<file path="src/rtl/regfile_wb_arbiter_pkg.sv">
// Shared constants and types for the register-file writeback arbiter.
// Requester indices double as bit positions in the grant vector.
package regfile_wb_arbiter_pkg;

  localparam int DEF_WIDTH  = 32;
  localparam int DEF_ADDR_W = 5;

  localparam logic [DEF_ADDR_W-1:0] REG_ZERO = '0;

  typedef enum logic {
    REQ_ALU = 1'b0,
    REQ_MEM = 1'b1
  } req_idx_e;

endpackage

</file>
<file path="src/rtl/regfile_wb_arbiter_rr_arbiter2.sv">
// Two-way round-robin arbiter. The last-winner pointer only advances on
// contested cycles, so an uncontested grant never disturbs the fairness order.
import regfile_wb_arbiter_pkg::*;

module regfile_wb_arbiter_rr_arbiter2 (
  input  logic       CLK,
  input  logic       RST,
  input  logic [1:0] req,
  output logic [1:0] gnt
);

  req_idx_e last;

  always_comb begin
    gnt = 2'b00;
    unique case (req)
      2'b01:   gnt = 2'b01;
      2'b10:   gnt = 2'b10;
      2'b11:   gnt = (last == REQ_MEM) ? 2'b01 : 2'b10;
      default: gnt = 2'b00;
    endcase
  end

  // Reset to REQ_MEM so the ALU side wins the first contested cycle.
  always_ff @(posedge CLK or posedge RST) begin
    if (RST) begin
      last <= REQ_MEM;
    end else if (req == 2'b11) begin
      last <= gnt[REQ_MEM] ? REQ_MEM : REQ_ALU;
    end
  end

endmodule

</file>
<file path="src/rtl/regfile_wb_arbiter.sv">
// Shares the register file's single write port between ALU and load writeback,
// registers the winning write and flags read addresses that hit it.
import regfile_wb_arbiter_pkg::*;

module regfile_wb_arbiter #(
  parameter int WIDTH  = DEF_WIDTH,
  parameter int ADDR_W = DEF_ADDR_W
) (
  input  logic              CLK,
  input  logic              RST,
  input  logic              VLD0,
  input  logic [ADDR_W-1:0] ADDR0,
  input  logic [WIDTH-1:0]  DATA0,
  output logic              RDY0,
  input  logic              VLD1,
  input  logic [ADDR_W-1:0] ADDR1,
  input  logic [WIDTH-1:0]  DATA1,
  output logic              RDY1,
  input  logic [ADDR_W-1:0] A1,
  input  logic [ADDR_W-1:0] A2,
  output logic              WE3,
  output logic [ADDR_W-1:0] A3,
  output logic [WIDTH-1:0]  WD3,
  output logic              FWD1,
  output logic              FWD2,
  output logic              CONFLICT
);

  logic [1:0]        gnt;
  logic              sel_vld;
  logic [ADDR_W-1:0] sel_addr;
  logic [WIDTH-1:0]  sel_data;

  regfile_wb_arbiter_rr_arbiter2 u_arb (
    .CLK (CLK),
    .RST (RST),
    .req ({VLD1, VLD0}),
    .gnt (gnt)
  );

  assign RDY0 = gnt[REQ_ALU];
  assign RDY1 = gnt[REQ_MEM];

  // Only a granted requester's fields are steered, so idle inputs never reach A3/WD3.
  always_comb begin
    sel_vld  = 1'b0;
    sel_addr = '0;
    sel_data = '0;
    if (gnt[REQ_ALU]) begin
      sel_vld  = 1'b1;
      sel_addr = ADDR0;
      sel_data = DATA0;
    end else if (gnt[REQ_MEM]) begin
      sel_vld  = 1'b1;
      sel_addr = ADDR1;
      sel_data = DATA1;
    end
  end

  always_ff @(posedge CLK or posedge RST) begin
    if (RST) begin
      WE3      <= 1'b0;
      A3       <= '0;
      WD3      <= '0;
      CONFLICT <= 1'b0;
    end else begin
      CONFLICT <= VLD0 & VLD1;
      if (sel_vld) begin
        A3  <= sel_addr;
        WD3 <= sel_data;
        WE3 <= (sel_addr != ADDR_W'(REG_ZERO));
      end else begin
        WE3 <= 1'b0;
      end
    end
  end

  assign FWD1 = WE3 & (A1 == A3);
  assign FWD2 = WE3 & (A2 == A3);

endmodule

</file>
<file path="config.mk">
export PLATFORM = sky130hd
export DESIGN_NAME = regfile_wb_arbiter
export DESIGN_NICKNAME = d
export VERILOG_FILES = /design/src/rtl/regfile_wb_arbiter_pkg.sv /design/src/rtl/regfile_wb_arbiter_rr_arbiter2.sv /design/src/rtl/regfile_wb_arbiter.sv
export SDC_FILE = /design/constraint.sdc
export NUM_CORES = 1
export LEC_CHECK = 0
export CAP_MARGIN = 40
export CORE_MARGIN = 2
export CORE_UTILIZATION = 40
export CTS_CLUSTER_SIZE = 10
export DETAILED_ROUTE_END_ITERATION = 7
export HOLD_SLACK_MARGIN = 0.1
export MAX_ROUTING_LAYER = met4
export PLACE_DENSITY_LB_ADDON = 0.05
export RECOVER_POWER = 25
export SYNTH_ARGS = -nofsm -noshare
export SYNTH_HDL_FRONTEND = slang
export SYNTH_SLANG_ARGS = --single-unit
</file>
<file path="constraint.sdc">
create_clock -name CLK -period 3.2 [get_ports CLK]
set_input_delay 0.96 -clock CLK [delete_from_list [all_inputs] [get_ports CLK]]
set_output_delay 0.96 -clock CLK [all_outputs]
set_load 0.05 [all_outputs]
</file>
* Word-level counts from Yosys, hierarchy flattened
Cells that the tools add are included.
** Storage, ports and cells
- Flip-flop bits (word level) :: 40
- Bits in latches :: 0
- Bits in writable memories :: 0
- Memory bits (read-only) :: 0
- Logic and storage cells :: 23
- Memories kept :: 0
** Cells by class
- Add/subtract/negate cells :: 0
- Multiply operators :: 0
- Divide/modulo/power cells :: 0
- Magnitude comparators :: 0
- Equal/unequal tests :: 5
- Shift-type cells :: 0
- Mux-type cells :: 9
- Bitwise gates (word level) :: 3
- Reductions and logical operators :: 1
** Operator list (number)
- 2-to-1 mux 32 bit :: 2
- equality test 5 bit :: 2
- 2-to-1 mux 5 bit :: 2
- one-hot mux 2 bit (3 select lines) :: 1
- nonzero test 5 bit :: 1
- equality test 2 bit (second input constant) :: 2
- AND 1 bit :: 3
- 2-to-1 mux 1 bit :: 3
- equality test 2 x 1 -> 1 bit (second input constant) :: 1
- 2-to-1 mux 2 bit :: 1

* Longest topological paths before layout
Gate-level depths: netlist of the first run.
- Depth in word-level cells :: 6
- Depth in mapped cells :: 6
- Gate-level depth less buffers :: 4

* Cells and area by module
Synthesis of the first run repeated with hierarchy kept, for this count alone.
** Unflattened totals
- Cells, all modules :: 190
- Area total of the unflattened synthesis :: 1955.6 µm²
** Modules (own cells, without submodules)
- regfile_wb_arbiter :: instances 1, cells an instance 183, area each 1894.3 µm²
- regfile_wb_arbiter_rr_arbiter2 :: instances 1, cells an instance 7, area each 61.3 µm²

* Least setup slack after synthesis of the first run
No wires, ideal clock.
- Path kind :: input to output
- Start point :: input port A1[2]
- End point :: output port FWD1
- Arrival :: 1.819 ns
- Data required time :: 2.240 ns
- Slack :: 0.421 ns
- Stages on the path :: 3
- Path buffers :: 0
- Cell sequence :: xor2_1 -> nor4_1 -> and3_1
** Between the ends
- Word-level cells in the longest chain between the ends :: 2
** RTL lines
- start: declaration :: line regfile_wb_arbiter.sv:19 : input logic [ADDR_W-1:0] A1,
- equality test 5 bit :: line regfile_wb_arbiter.sv:78 : assign FWD1 = WE3 & (A1 == A3);
- AND 1 bit :: line regfile_wb_arbiter.sv:78
- end: declaration :: line regfile_wb_arbiter.sv:24 : output logic FWD1,
Every way passes these cells.

* Final worst setup path of the first run
- Start point :: input port A2[4]
- End point :: output port FWD2
** Between the ends
- Word-level cells in the longest chain between the ends :: 2
** RTL lines
- start: declaration :: line regfile_wb_arbiter.sv:20 : input logic [ADDR_W-1:0] A2,
- equality test 5 bit :: line regfile_wb_arbiter.sv:79 : assign FWD2 = WE3 & (A2 == A3);
- AND 1 bit :: line regfile_wb_arbiter.sv:79
- end: declaration :: line regfile_wb_arbiter.sv:25 : output logic FWD2,
Every way passes these cells.

==> impl_metrics.env, run 1 <==
export IMPL_crit_chain="clkdlybuf4s50_1 -> xor2_1 -> nor4_1 -> and3_1 -> buf_12"
export IMPL_synth_flop_cell="dfrtp_1"
export IMPL_hold_buffers=0
export IMPL_cpPeakStageDelay_ns=0.41
export IMPL_syn_area_um2=2426
export IMPL_slew_headroom=0.3189
export IMPL_yosysSeqAreaShare=0.4131
export IMPL_yosysWarnings=0
export IMPL_htreeDepth=2
export IMPL_clock_sinks=40
export IMPL_antenna_found_initial=0
export IMPL_die_area_um2=6704
export IMPL_synth_nets=318
export IMPL_syn_area_per_cell_um2=10.55
export IMPL_status="complete, no violations"
export IMPL_num_rows=28
export IMPL_drt_wirelength_per_cell_um=15.05
export IMPL_cp_end_kind="output pin"
export IMPL_critPathArrivalTime_ns=2.18
export IMPL_vias_per_cell=4.995
export IMPL_fin_worst_skew_ns=0.004833
export IMPL_r2r_start="u_arb.last"
export IMPL_cts_inserted_buffers=5
export IMPL_diodes=0
export IMPL_cts_tree="built"
export IMPL_power_uw=2347
export IMPL_worstHoldPathType="reg2reg"
export IMPL_port_buffers=130
export IMPL_timing_setup_tns_ns=0
export IMPL_start_util=0.4122
export IMPL_async_flop_share=1.000
export IMPL_die_h_um=81.88
export IMPL_clk_latency_ns=0.29
export IMPL_rsz0062_at_grt="no"
export IMPL_period_share=0.9814
export IMPL_cp_max_fo=1
export IMPL_cp_depth=5
export IMPL_place_area_um2=3815
export IMPL_drc_errors=0
export IMPL_p_leak_uw=0.001649
export IMPL_crit_family="buffers and inverters"
export IMPL_synth_edf_count=0
export IMPL_crit_buf_inv=2
export IMPL_grt_util_all_layers=0.1963
export IMPL_synth_top_area_frac=0.4023
export IMPL_final_cell_area_um2=3880
export IMPL_vdd_ir_drop_max_mv=0.3334
export IMPL_drt_pre_antenna_iters=4
export IMPL_yosys_top_cells_count="dfrtp_1, inv_1, o22ai_1"
export IMPL_grt_max_degree=38
export IMPL_ff2ff_setup_slack_ns=1.59
export IMPL_finalWeightedCongestion=0.7897
export IMPL_drive_gt1_frac=0.2111
export IMPL_timing_final_crit_period_ns=3.141
export IMPL_setup_viol=0
export IMPL_timing_rr_end="A3[0]"
export IMPL_start_kind="primary input"
export IMPL_dp_final_hpwl_mm=4.694
export IMPL_netlist_instances=230
export IMPL_yosysMostFrequentCell="dfrtp_1"
export IMPL_max_freq_ghz=0.3184
export IMPL_drt_first_iter_violations=58
export IMPL_crit_type="in2out"
export IMPL_ios=131
export IMPL_grt_pass1_wl_mm=9.846
export IMPL_worst_pin_slew_ns=1.022
export IMPL_drv_cap=0
export IMPL_overflow=0
export IMPL_finalHoldViolCount=0
export IMPL_crit_slowest_cell="clkdlybuf4s50_1"
export IMPL_synth_top_area_cell="dfrtp_1"
export IMPL_crit_start="A2[4]"
export IMPL_final_net_count=447
export IMPL_grt_pass1_vias=2111
export IMPL_wirelength_mm=6.548
export IMPL_required_ns=2.24
export IMPL_core_um2=5886
export IMPL_area_delta_synth_final_pct=59.93
export IMPL_synth_cell_types=27
export IMPL_ant_nets=0
export IMPL_worstSetupEndpoint="FWD2"
export IMPL_maxSlewViolCount=0
export IMPL_synth_area_top_cells="dfrtp_1, mux2_2, o22ai_1"
export IMPL_die_x_um=81.88
export IMPL_reg2regPathDepth=5
export IMPL_root_buffer="clkbuf_8"
export IMPL_power_density_nw_per_um2=604.8
export IMPL_vias=2173
export IMPL_ys_ff_latch=40
export IMPL_clock_path_buffers=2
export IMPL_clkSlewWorstSetupHoldPaths_ns=0.08
==> per-stage QoR <==
stage          utilization  cells  worst slack, ns  hold WS (ns)
2_1_floorplan            -    230           0.4209        0.5172
3_3_place_gp        0.6435    426          0.04284        0.5284
3_5_place_dp        0.6482    427          0.05621        0.5295
4_1_cts             0.6641    435          0.05067        0.5437
5_1_grt             0.6592    435         0.004289        0.5587
6_report            0.6592    435          0.05945        0.5426
==> placed cells by master, fill, tap and decap left out, types with 2 or more instances in the layout <==
cell type        count
nor4_1               2
o21ai_1              2
a21oi_1             19
clkbuf_1             4
mux2_1               9
and3_1               2
o22ai_1             29
xnor2_1              2
dfrtp_1             39
buf_2                2
buf_4                5
clkbuf_8             6
or4_1                2
mux2_4               8
buf_12               4
a21oi_2             18
mux2_2              20
o22ai_2              8
clkdlybuf4s50_1    122
inv_1               37
xor2_1               9
==> timing repair <==
action,in CTS,in global routing
buffers inserted,0,0
resized for setup,0,1
setup endpoints to repair,0,1
==> worst register-to-register path: cells and delay by family (launching register included) <==
kind                   cells  cell delay, ns
flip-flops                 1            0.56
buffers and inverters      2            0.54
AND/OR/NAND/NOR            2            0.21
AO/OA/AOI/OAI              1            0.18
==> where the power goes <==
group / internal [uW] / total, uW / leakage, uW / switching (uW)
Combinational: 516 / 1270 / 0.00115 / 758
Sequential: 635 / 718 / 0.000458 / 83.9
Clock: 175 / 354 / 0.0000445 / 179
Total: 1330 / 2350 / 0.00165 / 1020
==> layer usage <==
| metal | vias up | global-route usage | part of all wire |
|---|---|---|---|
| met2 | 78 | 0.3317 | 0.51 |
| met4 | 0 | 0.05500 | 0.0098 |
| met1 | 1026 | 0.2343 | 0.41 |
| met3 | 8 | 0.04615 | 0.076 |
| met5 | - | - | 0 |
| li1 | 1061 | - | - |
==> sequential cells by signal, summed over array words and instances (netlist names) <==
name,flops
A3,5
u_arb.last,1
WD3,32
CONFLICT,1
WE3,1
==> worst min-delay path by stage <==
| stage | from | cells after the start | end |
|---|---|---|---|
| after floorplan | u_arb.last | 1 | u_arb.last |
| after global placement | u_arb.last | 1 | u_arb.last |
| after global routing | u_arb.last | 1 | u_arb.last |
| after CTS | u_arb.last | 1 | u_arb.last |
| after detailed placement | u_arb.last | 1 | u_arb.last |
| final | u_arb.last | 1 | u_arb.last |
==> area by class of cell <==
cell class / instances / area, um^2
Fill cell: 522 / 2006
Inverter: 39 / 146.4
Sequential cell: 40 / 1002
Timing Repair Buffer: 138 / 1383
Clock buffer: 7 / 86.33
Multi-Input combinational cell: 135 / 1161
Tap cell: 75 / 93.84
Clock inverter: 1 / 7.507
==> kinds of logic after synthesis <==
logic type	count (synthesis)	share of synthesized area
AOI/OAI and AO/OA	77	0.2290
xor gates and xnor gates	11	0.03971
buffers and inverters	55	0.1093
DFF	40	0.4131
muxes	37	0.1841
and+or+nand+nor	10	0.02475
(Power assumes the default switching activity.)
==> run 2, diff against run 1 <==
CORE_UTILIZATION = 36   (was 40)
clock period = 2.6 ns   (was 3.2 ns; I/O delays follow)
==> run 2 against run 1 <==
Power up 27%. Clock skew up 0.0037 ns. Highest routed layer unchanged. Sequential share of layout area about the same. Routed wire length up 2.9%. Hold slack worse by 0.0025 ns. Setup slack worse by 0.0040 ns. Non-clock buffer count down 2. First-iteration DRC count up 52%. Critical endpoint unchanged. Largest cell class unchanged. Critical path type unchanged.
==> impl_metrics.env, run 2 (synthesis results as in run 1) <==
export IMPL_status="complete, no violations"
export IMPL_port_buffers=130
export IMPL_drt_wirelength_per_cell_um=15.49
export IMPL_area_delta_synth_final_pct=59.77
export IMPL_grt_max_degree=41
export IMPL_vdd_ir_drop_max_mv=0.3838
export IMPL_root_buffer="clkbuf_8"
export IMPL_timing_setup_tns_ns=0
export IMPL_wl_met1_mm=2.954
export IMPL_multi_input_area_um2=1167
export IMPL_slew_headroom=0.1385
export IMPL_start_kind="primary input"
export IMPL_crit_chain="clkdlybuf4s15_1 -> xor2_1 -> nor4_2 -> and3_1 -> buf_12"
export IMPL_highest_layer="met4"
export IMPL_p_seq_frac=0.297
export IMPL_vias=2166
export IMPL_maxSlewViolCount=0
export IMPL_die_h_um=86.09
export IMPL_postCtsSetupRepairBufs=0
export IMPL_cts_inserted_buffers=5
export IMPL_cp_max_fo=1
export IMPL_ios=131
export IMPL_hold_buffers=0
export IMPL_combinationalPowerShare=0.529
export IMPL_top_regs="WD3: 32 flops, A3: 5 flops"
export IMPL_wirelength_mm=6.738
export IMPL_switching_share=0.4287
export IMPL_power_uw=2969
export IMPL_timing_final_crit_period_ns=2.545
export IMPL_htreeDepth=2
export IMPL_worstHoldPathType="reg2reg"
export IMPL_critPathArrivalTime_ns=1.76
export IMPL_required_ns=1.82
export IMPL_drv_cap=0
export IMPL_start_util=0.3778
export IMPL_clock_sinks=40
export IMPL_drt_pre_antenna_iters=4
export IMPL_layout_common_cells="clkdlybuf4s50_1, dfrtp_1, inv_1, o22ai_1, mux2_2"
export IMPL_grt_util_all_layers=0.1939
export IMPL_antenna_found_initial=0
export IMPL_drc_errors=0
export IMPL_nFillCells=582
export IMPL_worst_pin_slew_ns=1.292
export IMPL_max_freq_ghz=0.3930
export IMPL_crit_slowest_cell="nor4_2"
export IMPL_die_x_um=86.09
export IMPL_clock_path_buffers=2
export IMPL_p_int_uw=1696
export IMPL_regMostFlops="WD3"
export IMPL_cpPeakStageDelay_ns=0.26
export IMPL_clk_latency_ns=0.30
export IMPL_drt_first_iter_violations=88
export IMPL_dp_final_hpwl_mm=4.660
export IMPL_crit_family="simple AND/OR/NAND/NOR gates"
export IMPL_rsz0062_at_grt="no"
export IMPL_vias_per_cell=4.979
export IMPL_wl_met3_um=575
export IMPL_overflow=0
export IMPL_core_um2=6422
export IMPL_fin_worst_skew_ns=0.008517
export IMPL_wl_met2_mm=3.120
export IMPL_finalWeightedCongestion=0.7199
export IMPL_grt_pass1_vias=2264
export IMPL_crit_type="in2out"
export IMPL_p_sw_uw=1273
export IMPL_regArea_um2=1002
export IMPL_crit_buf_inv=2
export IMPL_ant_nets=0
export IMPL_grt_pass1_wl_mm=10.99
export IMPL_period_share=0.9787
export IMPL_cp_end_kind="output pin"
export IMPL_num_rows=29
export IMPL_final_net_count=445
export IMPL_setup_viol=0
export IMPL_diodes=0
export IMPL_hold_ws_ns=0.5401
export IMPL_die_area_um2=7411
export IMPL_p_leak_uw=0.001652
export IMPL_power_density_nw_per_um2=766.0
export IMPL_largest_reg_flops=32
export IMPL_cts_tree="built"
export IMPL_clkSlewWorstSetupHoldPaths_ns=0.09
export IMPL_drive_gt1_frac=0.2263
export IMPL_mostFrequentLayoutCell="clkdlybuf4s50_1"
export IMPL_p_clk_frac=0.174
export IMPL_finalHoldViolCount=0
-- run 2: stage by stage --
stage,cells,util,area [um^2],setup WS [ns]
6_report,435,0.6035,3876,0.05544
5_1_grt,435,0.6035,3876,0.01278
3_3_place_gp,427,0.5889,3782,-0.2135
2_1_floorplan,230,-,2426,0.1809
4_1_cts,435,0.6051,3886,0.003497
3_5_place_dp,427,0.5889,3782,-0.2282
-- run 2: cell type report --
class,instances,area share
timing repair buffer,136,0.3489
multi-input combinational,135,0.3012
sequential,40,0.2586
inverter,39,0.03777
tap,77,0.02485
clock buffer,5,0.01775
clock inverter,3,0.01097
-- run 2: timing repair --
action	in CTS	in global routing
endpoints found under the setup margin	2	2
pin swaps	4	4
gates resized for setup	10	8
-- run 2: power by group through the flow --
| stage | clock network (uW) | registers, uW | logic, uW |
|---|---|---|---|
| CTS | 533 | 885 | 1580 |
| global route | 566 | 906 | 1660 |
| finish | 517 | 882 | 1570 |
| global placement | 0 | 891 | 1570 |
| floorplan | 0 | 1400 | 519 |
| detailed placement | 0 | 896 | 1580 |
-- run 2: final timing paths --
| check | start | endpoint | slack (ns) | cells after the start |
|---|---|---|---|---|
| setup / recovery | A2[2] | FWD2 | 0.06 | 5 |
| hold reg to reg | u_arb.last | u_arb.last | 0.54 | 1 |
| hold / removal | u_arb.last | u_arb.last | 0.54 | 1 |
| setup reg to reg | u_arb.last | A3[0] | 0.97 | 5 |
| min in group asynchronous | RST | WD3[11] | 1.23 | 3 |
| max in group asynchronous | RST | A3[4] | 0.74 | 3 |
-- run 2: layer usage --
metal  GRT usage  vias to the layer above
li1            -                     1061
met1      0.2430                     1003
met2      0.3080                       95
met3     0.05486                        7
met4     0.05195                        0
met5           -                        -
==> run 3, diff against run 2 <==
SLEW_MARGIN = 20   (was default)
==> results of run 3 <==
Same layout as run 2: the final DEF is identical, and so are final timing and power.
